<file path="config.mk">
export PLATFORM = sky130hd
export DESIGN_NAME = bw_r_irf_window_ctl
export DESIGN_NICKNAME = d
export VERILOG_FILES = /design/src/rtl/bw_irf_pkg.sv /design/src/rtl/bw_r_irf_nx1_mux.sv /design/src/rtl/bw_r_irf_window_ctl.sv
export SDC_FILE = /design/constraint.sdc
export NUM_CORES = 2
export LEC_CHECK = 0
export BUFFER_PORTS_ARGS = -buffer_cell sky130_fd_sc_hd__buf_2
export CAP_MARGIN = 0
export CORE_MARGIN = 2
export CORE_UTILIZATION = 45
export CTS_BUF_LIST = sky130_fd_sc_hd__clkbuf_4 sky130_fd_sc_hd__clkbuf_8 sky130_fd_sc_hd__clkbuf_16
export DETAILED_ROUTE_END_ITERATION = 16
export PLACE_DENSITY_LB_ADDON = 0.3
export SLEW_MARGIN = 20
export SYNTH_ARGS = -nofsm -noshare
export SYNTH_HDL_FRONTEND = slang
export SYNTH_SLANG_ARGS = --single-unit
export TNS_END_PERCENT = 50
</file>
<file path="constraint.sdc">
create_clock -name clk -period 4.35 [get_ports clk]
set_input_delay 0.6525 -clock clk [delete_from_list [all_inputs] [get_ports clk]]
set_output_delay 0.6525 -clock clk [all_outputs]
set_load 0.1 [all_outputs]
</file>
<file path="src/rtl/bw_irf_pkg.sv">
// Shared types and helpers for the IRF window controller: FSM states,
// window-address field extraction and the default register width.
package bw_irf_pkg;

   localparam int DW_DEFAULT = 72;

   typedef enum logic [1:0] {
      IDLE    = 2'd0,
      SAVE_WR = 2'd1,
      RST_RD  = 2'd2,
      RST_WR  = 2'd3
   } state_t;

   // Window address layout: thread index in the top tw bits, slot below it.
   function automatic logic [31:0] thread_of(input logic [31:0] addr, input int tw, input int aw);
      return (addr >> (aw - tw)) & ((32'd1 << tw) - 32'd1);
   endfunction

   function automatic logic [31:0] slot_of(input logic [31:0] addr, input int tw, input int aw);
      return addr & ((32'd1 << (aw - tw)) - 32'd1);
   endfunction

endpackage

</file>
<file path="src/rtl/bw_r_irf_nx1_mux.sv">
// Parametrised N:1 word multiplexer over a flat bus; word k sits at [k*DW +: DW].
module bw_r_irf_nx1_mux
   import bw_irf_pkg::*;
#(
   parameter int N  = 4,
   parameter int DW = DW_DEFAULT,
   parameter int SW = $clog2(N)
) (
   input  logic [N*DW-1:0] din,
   input  logic [SW-1:0]   sel,
   output logic [DW-1:0]   dout
);

   logic [DW-1:0] leg [N];

   generate
      for (genvar gi = 0; gi < N; gi++) begin : g_leg
         assign leg[gi] = din[gi*DW +: DW];
      end
   endgenerate

   assign dout = leg[sel];

endmodule

</file>
<file path="src/rtl/bw_r_irf_window_ctl.sv">
// Per-thread live registers with a save/restore window store, sequenced by
// a request/ready FSM that pulses op_done (and op_err on invalid restores).
module bw_r_irf_window_ctl
   import bw_irf_pkg::*;
#(
   parameter int DW    = DW_DEFAULT,
   parameter int NTHR  = 4,
   parameter int SLOTS = 8,
   parameter int TW    = $clog2(NTHR),
   parameter int AW    = $clog2(NTHR*SLOTS)
) (
   input  logic               clk,
   input  logic               rst_l,
   input  logic [NTHR-1:0]    wr_en,
   input  logic [NTHR*DW-1:0] wr_data,
   input  logic [TW-1:0]      rd_thread,
   output logic [DW-1:0]      rd_data,
   input  logic               save_req,
   input  logic [AW-1:0]      save_addr,
   input  logic               restore_req,
   input  logic [AW-1:0]      restore_addr,
   output logic               op_ready,
   output logic               op_done,
   output logic               op_err
);

   state_t                state_reg;
   logic [AW-1:0]         addr_reg;
   logic [DW-1:0]         snap_reg;
   logic [DW-1:0]         win_rd_reg;
   logic                  err_reg;
   logic                  op_ready_reg;
   logic                  op_done_reg;
   logic                  op_err_reg;
   logic [NTHR*SLOTS-1:0] valid_reg;
   logic [DW-1:0]         live_reg [NTHR];
   logic [DW-1:0]         window_mem [NTHR*SLOTS];

   logic [NTHR*DW-1:0]    live_flat;
   logic [TW-1:0]         save_thr;
   logic [TW-1:0]         addr_thr;
   logic [DW-1:0]         save_src;
   logic [DW-1:0]         restore_data;
   logic                  restore_commit;

   generate
      for (genvar gi = 0; gi < NTHR; gi++) begin : g_flat
         assign live_flat[gi*DW +: DW] = live_reg[gi];
      end
   endgenerate

   assign save_thr       = TW'(thread_of(32'(save_addr), TW, AW));
   assign addr_thr       = TW'(thread_of(32'(addr_reg), TW, AW));
   assign restore_commit = (state_reg == RST_WR);
   assign restore_data   = err_reg ? '0 : win_rd_reg;

   bw_r_irf_nx1_mux #(.N(NTHR), .DW(DW)) u_rd_mux (
      .din  (live_flat),
      .sel  (rd_thread),
      .dout (rd_data)
   );

   bw_r_irf_nx1_mux #(.N(NTHR), .DW(DW)) u_save_mux (
      .din  (live_flat),
      .sel  (save_thr),
      .dout (save_src)
   );

   // A restore commit wins over a same-thread write on the same edge.
   always_ff @(posedge clk or negedge rst_l) begin
      if (!rst_l) begin
         for (int t = 0; t < NTHR; t++) live_reg[t] <= '0;
      end else begin
         for (int t = 0; t < NTHR; t++) begin
            if (restore_commit && addr_thr == TW'(t))
               live_reg[t] <= restore_data;
            else if (wr_en[t])
               live_reg[t] <= wr_data[t*DW +: DW];
         end
      end
   end

   // Window RAM: no reset, stale contents are masked by valid_reg.
   always_ff @(posedge clk) begin
      if (state_reg == SAVE_WR)
         window_mem[addr_reg] <= snap_reg;
      win_rd_reg <= window_mem[addr_reg];
   end

   always_ff @(posedge clk or negedge rst_l) begin
      if (!rst_l) begin
         state_reg    <= IDLE;
         addr_reg     <= '0;
         snap_reg     <= '0;
         err_reg      <= 1'b0;
         op_ready_reg <= 1'b1;
         op_done_reg  <= 1'b0;
         op_err_reg   <= 1'b0;
         valid_reg    <= '0;
      end else begin
         op_done_reg <= 1'b0;
         op_err_reg  <= 1'b0;
         case (state_reg)
            IDLE: begin
               if (save_req) begin
                  addr_reg     <= save_addr;
                  snap_reg     <= save_src;
                  op_ready_reg <= 1'b0;
                  state_reg    <= SAVE_WR;
               end else if (restore_req) begin
                  addr_reg     <= restore_addr;
                  op_ready_reg <= 1'b0;
                  state_reg    <= RST_RD;
               end
            end
            SAVE_WR: begin
               valid_reg[addr_reg] <= 1'b1;
               op_done_reg         <= 1'b1;
               op_ready_reg        <= 1'b1;
               state_reg           <= IDLE;
            end
            RST_RD: begin
               err_reg   <= ~valid_reg[addr_reg];
               state_reg <= RST_WR;
            end
            RST_WR: begin
               op_done_reg  <= 1'b1;
               op_err_reg   <= err_reg;
               op_ready_reg <= 1'b1;
               state_reg    <= IDLE;
            end
            default: begin
               op_ready_reg <= 1'b1;
               state_reg    <= IDLE;
            end
         endcase
      end
   end

   assign op_ready = op_ready_reg;
   assign op_done  = op_done_reg;
   assign op_err   = op_err_reg;

endmodule
</file>
* After elaboration in Yosys (flattened, before gate mapping) *
Memory sizes are Yosys's and may differ from the RTL's. A register that Yosys moved wholly into a read port is not among the register bits.
Cells that the tools add are included.

cells by class
  multiplexer cells = 31
  add/sub/neg operators = 0
  shifts and indexed selects = 0
  multiply operators = 0
  reductions and logical operators = 17
  div/mod/pow operators = 0
  $lt $le $gt $ge = 4
  bitwise operators = 4
  equal/unequal tests = 7

operator list
  operator                                                                             count
  72-bit two-way mux                                                                   13
  72-bit binary-select mux with 2-bit select                                           2
  32-bit OR                                                                            1
  2-bit nonzero test                                                                   6
  5-bit two-way mux                                                                    2
  2-bit == test, second input constant                                                 4
  1-bit two-way mux                                                                    8
  3-bit greater-or-equal comparator, second input constant                             2
  5-bit by 6-bit < comparator with 1-bit output, second input constant                 1
  2-bit inverter with 3-bit output                                                     2
  2-bit case mux with 3 select lines                                                   1
  2-bit AND reduction                                                                  3
  1-bit binary-select mux with 5-bit select                                            1
  1-bit demux with 5-bit select                                                        1
  5-bit by 1-bit greater-or-equal comparator with 1-bit output, second input constant  1
  1-bit logical AND                                                                    5
  2-bit by 1-bit == test with 1-bit output, second input constant                      2
  2-bit logical NOT                                                                    2
  2-bit two-way mux                                                                    2
  3-bit inequality test, second input constant                                         1
  1-bit case mux with 2 select lines                                                   1
  2-bit OR reduction                                                                   1
  1-bit inverter                                                                       1

storage, ports and cells
  memories = 1
  bits of input ports = 308
  logic and storage cells = 76
  bits in writable memories = 2304
  flip-flop bits (word level) = 403
  bits in latches = 0
  bits in read-only memories = 0

memory list
  name        depth  width  read ports  clocked after Yosys merged registers in  wr ports  line                       text
  window_mem  32     72     1           1                                        1         bw_r_irf_window_ctl.sv:37  logic [DW-1:0] window_mem [NTHR*SLOTS];

* Depth between registers and ports, before layout *
  depth after elaboration = 5
  gate-level depth with buffers = 9
  gate-level depth less buffers = 5

* Modules after synthesis *
A second synthesis with hierarchy kept.

second synthesis, totals
  cell total of the unflattened synthesis = 5363
  area, all modules = 109005.8 um2

by module, submodules not included
  module               instances  area an instance (um2)  cells an instance  sequential area each (um2)
  bw_r_irf_window_ctl  1          105367.3                5187               80713.7
  bw_r_irf_nx1_mux     2          1819.2                  88                 0.0

* Worst setup path before layout *
OpenSTA, ideal clock, no wires.

  kind = reg-to-reg
  from = register addr_reg[0]
  to = memory window_mem[11][0] in the netlist's numbering, enable pin
  buffers on the path = 3
  setup time = 504 ps
  arrival time = 4215 ps
  stages on the path, launching flop included = 6
  clock period less this slack = 4719 ps
  required time = 3846 ps
  slack = -369 ps
  path through = dfrtp_1 > buf_2 > buf_2 > buf_4 > nand4b_1 > nor2_1

RTL lines
  item                    line                        text
  start, declared         bw_r_irf_window_ctl.sv:28   logic [AW-1:0] addr_reg;
  start signal, assigned  bw_r_irf_window_ctl.sv:106  addr_reg <= save_addr;
  start signal, assigned  bw_r_irf_window_ctl.sv:111  addr_reg <= restore_addr;
  end, declared           bw_r_irf_window_ctl.sv:37

Straight into the memory's write port.

* Worst setup path after layout *
  from = register addr_reg[0]
  to = memory window_mem[21][59] in the netlist's numbering, enable pin

Straight into the memory's write port.

==> summary by stage <==
Worst hold path
The path class of the lowest-slack min-delay path is in2reg. The startpoint of the tightest hold check path is wr_data[264].

Logic synthesis
The summed instance area of the synthesized netlist is between 100000 and 150000 um^2. The share of flip-flops with an asynchronous set or reset is 0.145. After synthesis the netlist holds a flip-flop and latch count of between 2k and 3k. The synthesized netlist contains 40 unique library cells.

Counting flops with a built-in enable in the synthesized netlist gives ~2.3k. The number of nets handed over by synthesis was between 5k and 6k. Synthesis produced a netlist whose cell count is roughly 5.4k.

The share of the Yosys chip area taken by registers is 0.742. The count of yosys warnings during synthesis is 0. The prevailing post-synth register cell is edfxtp_1. The average cell area after synthesis is 20.3 um^2.

Clock tree
The buffer depth of the longest clock path is 4. TritonCTS built the clock tree. The quantity of hold-fixing buffers added after cts is ~150. The tree is rooted in a clkbuf_16. The clock net sink count is approximately 2.8k. The number of clock buffers added by TritonCTS is 307. In this run the number of H-tree levels came out at 5. The clock transition at the registers of the reported paths is ~60 ps.

The clock reaches the later pin of the worst-skew pair after slightly above 900 ps. The post-CTS setup buffer count is 0. Once the clock tree was built, the resizer swapped 0 gates to a different size.

Finish
Counting flops per register, the top entry is window_mem. The area growth from synthesis to layout is 16.8%. In the layout the commonest cells are 2304 x edfxtp_1, 723 x mux4_2, 391 x dfrtp_1, 373 x buf_2, 314 x clkbuf_16. The number of nets at the end of the flow is between 6k and 7k. The share of final-layout standard cells stronger than drive strength 1 is 0.309. Counting the fill cells in the layout gives 18.6k. Leaving out fill and tap cells, the most frequent cell in the layout is edfxtp_1. The flip-flop count of the largest register after layout is 2304.

Critical path
STA classifies the critical path endpoint as a flop. For the worst setup path, the data required time is between 4000 and 5000 ps. The critical path's top delay family is simple AND/OR/NAND/NOR gates. The critical path start-end classification is reg2reg. The worst setup path is launched from a flop. The start point of the critical path is addr_reg[0]$_DFFE_PN0P_.

At the worst endpoint, the arrival time is between 3000 and 4000 ps. The worst register-to-register path begins at addr_reg[0]$_DFFE_PN0P_. The worst-path cell with the longest stage delay is dfrtp_4.

Along the worst path, the maximum fanout reaches 33. The delay of the slowest critical-path stage is 940 ps. Counting both buffers and inverters, the worst setup path holds a total of 1. The signal on the critical path passes through or3b_2, nor2_4, buf_4.

Detailed routing
In the routed design, unresolved DRC markers number 0. Summed over all layers, the routed wires come to between 200000 and 300000 um. The count of routing violations after the opening detailed-route iteration is approximately 6.8k.

The residual antenna-violating net count after detailed routing is 0. Using the TritonRoute via totals, the vias-per-cell ratio works out to 6.07. The via count is about 57k. Before antenna repair, the detailed router went through 5 iterations.

The post-detailed-route wirelength per cell is 31.5 um.

Timing
The smallest setup slack after layout is approximately 1100 ps. Counting I/O delays and the setup requirement, the final critical path takes approximately 3200 ps. The max-slew violation count came to 0. The headroom to the max-slew limit is 0.225.

The final number of hold-violating endpoints was 0. Of the available clock period, the critical path in the final layout requires 0.743. Setup repair after global routing left no endpoint under its margin. For the pin with the worst max-slew slack, the measured transition is 1160 ps. For this run, the top clock speed supported by timing is just over 300 MHz. For the final database, setup skew stands at 44.5 ps. The final setup violation count is 0.

Global routing
After global routing the overflow that remains totals 0. Entering global routing, the biggest net connects 122 pins. The global-route wire length before repair is 424000 um. The most used routing layer in global routing is met2. The via count of the first global-routing pass is 58.8k. For this run, global-route usage on met1 was measured as 0.332.

For met3 alone, demand over resource in global routing was 0.0411. The met2 demand-to-capacity share in global routing is 0.395. For this run, the total global-route usage over all layers was measured as 0.241. The number of antenna violations at the first check in global routing is 13.

Floorplanning
The area of the placeable core is approximately 240000 um^2. The initial utilization of the core area, before any placement, comes to 0.452. The die covers between 200000 and 250000 um^2. The die height is a little under 500 um. The number of rows created at floorplan is 180. between 300 and 400 I/O pins were placed. The die is between 400 and 500 um wide.

Placement
Once detailed placement completed, the half-perimeter wirelength came to 160000 um. The count of buffers added on input and output ports is around 380. The worst slack after detailed placement is 1190 ps.

The weighted congestion reported at the end of routability-driven placement is between 0.7 and 0.8.

Power
Summed over all cells, the static leakage comes to roughly 43 nW. VDD sags by at most 0.000557 V. The overall power after layout is between 0.08 and 0.09 W.

Dividing total power by cell area gives a power density of about 660 nW/um^2.

Run status
The run finished with clean final reports.

Job
Max-cap violations in this run came to 0.
cell families (layout without fill, tap and decap cells):
logic type / Yosys count / after routing / share of synthesized area
DFF: 2779 / 2779 / 0.742
buffers and inverters: 348 / 1236 / 0.0157
AOI/OAI and AO/OA: 589 / 589 / 0.0339
other: 0 / 11 / 0
muxes: 1098 / 1098 / 0.185
and+or+nand+nor: 551 / 551 / 0.0238
cell type report:
cell class                      instances  area (um^2)  share of cell area
Clock buffer                          414         8760              0.0689
Sequential cell                      2779        80700               0.635
Clock inverter                        125         1260             0.00992
Multi-Input combinational cell       2238        26700               0.210
Tap cell                             3185         3990              0.0313
Inverter                                2         7.51           0.0000591
Antenna cell                           11         27.5            0.000217
Timing Repair Buffer                  695         5630              0.0443
final timing paths:
kind / end / slack [ps] / cells past startpoint
worst max-delay path: window_mem[21][59]$_DFFE_PP_ / 1120 / 3
worst min-delay path: live_flat[264]$_DFFE_PN0P_ / 40 / 3
worst max register to register: window_mem[21][59]$_DFFE_PP_ / 1120 / 3
worst min register to register: valid_reg[25]$_DFFE_PN0P_ / 470 / 1
max in group asynchronous: live_flat[10]$_DFFE_PN0P_ / 2840 / 3
min in group asynchronous: snap_reg[39]$_DFFE_PN0P_ / 420 / 2
metal layers:
| layer | wire [um] | share of wire |
|---|---|---|
| met5 | 46 | 0.00015 |
| met4 | 9230 | 0.031 |
| met3 | 22400 | 0.075 |
| met2 | 147000 | 0.49 |
| met1 | 120000 | 0.40 |
Yosys cell counts, types with 32 or more instances:
cell type | number | area [um^2]
nand4_1 | 74 | 463
mux4_2 | 723 | 16300
clkbuf_1 | 159 | 597
mux2i_1 | 303 | 3030
edfxtp_1 | 2304 | 69200
buf_4 | 32 | 240
buf_1 | 48 | 180
dfrtp_1 | 402 | 10100
nand2_1 | 81 | 304
mux2_2 | 72 | 811
a21oi_1 | 223 | 1120
o21ai_0 | 72 | 360
dfxtp_1 | 72 | 1440
nor2_1 | 263 | 987
buf_2 | 83 | 415
nor2b_1 | 76 | 475
a22oi_1 | 288 | 2160
worst register-to-register path, stage by stage, from the launching register on:
cell,delay [ps]
dfrtp_4,940
or3b_2,760
nor2_4,780
buf_4,400
per-stage QoR:
stage	util	std cells	hold slack, ps	cell area, um^2	TNS, ps
after floorplan	-	5365	357	109000	-785340
after global placement	0.481	8753	444	116000	0
after detailed placement	0.481	8753	449	116000	0
after CTS	0.528	9438	0.0170	127000	0
after global routing	0.528	9446	28.4	127000	0
final	0.529	9449	42.1	127000	0
power breakdown:
part	leakage (nW)	total (W)	switching (W)	internal, W
Clock	5.01	0.0258	0.0102	0.0155
Combinational	12.3	0.0185	0.0105	0.00802
Sequential	26.1	0.0394	0.00456	0.0349
Total	43.4	0.0838	0.0253	0.0584
Power figures use the tool's default switching activity.
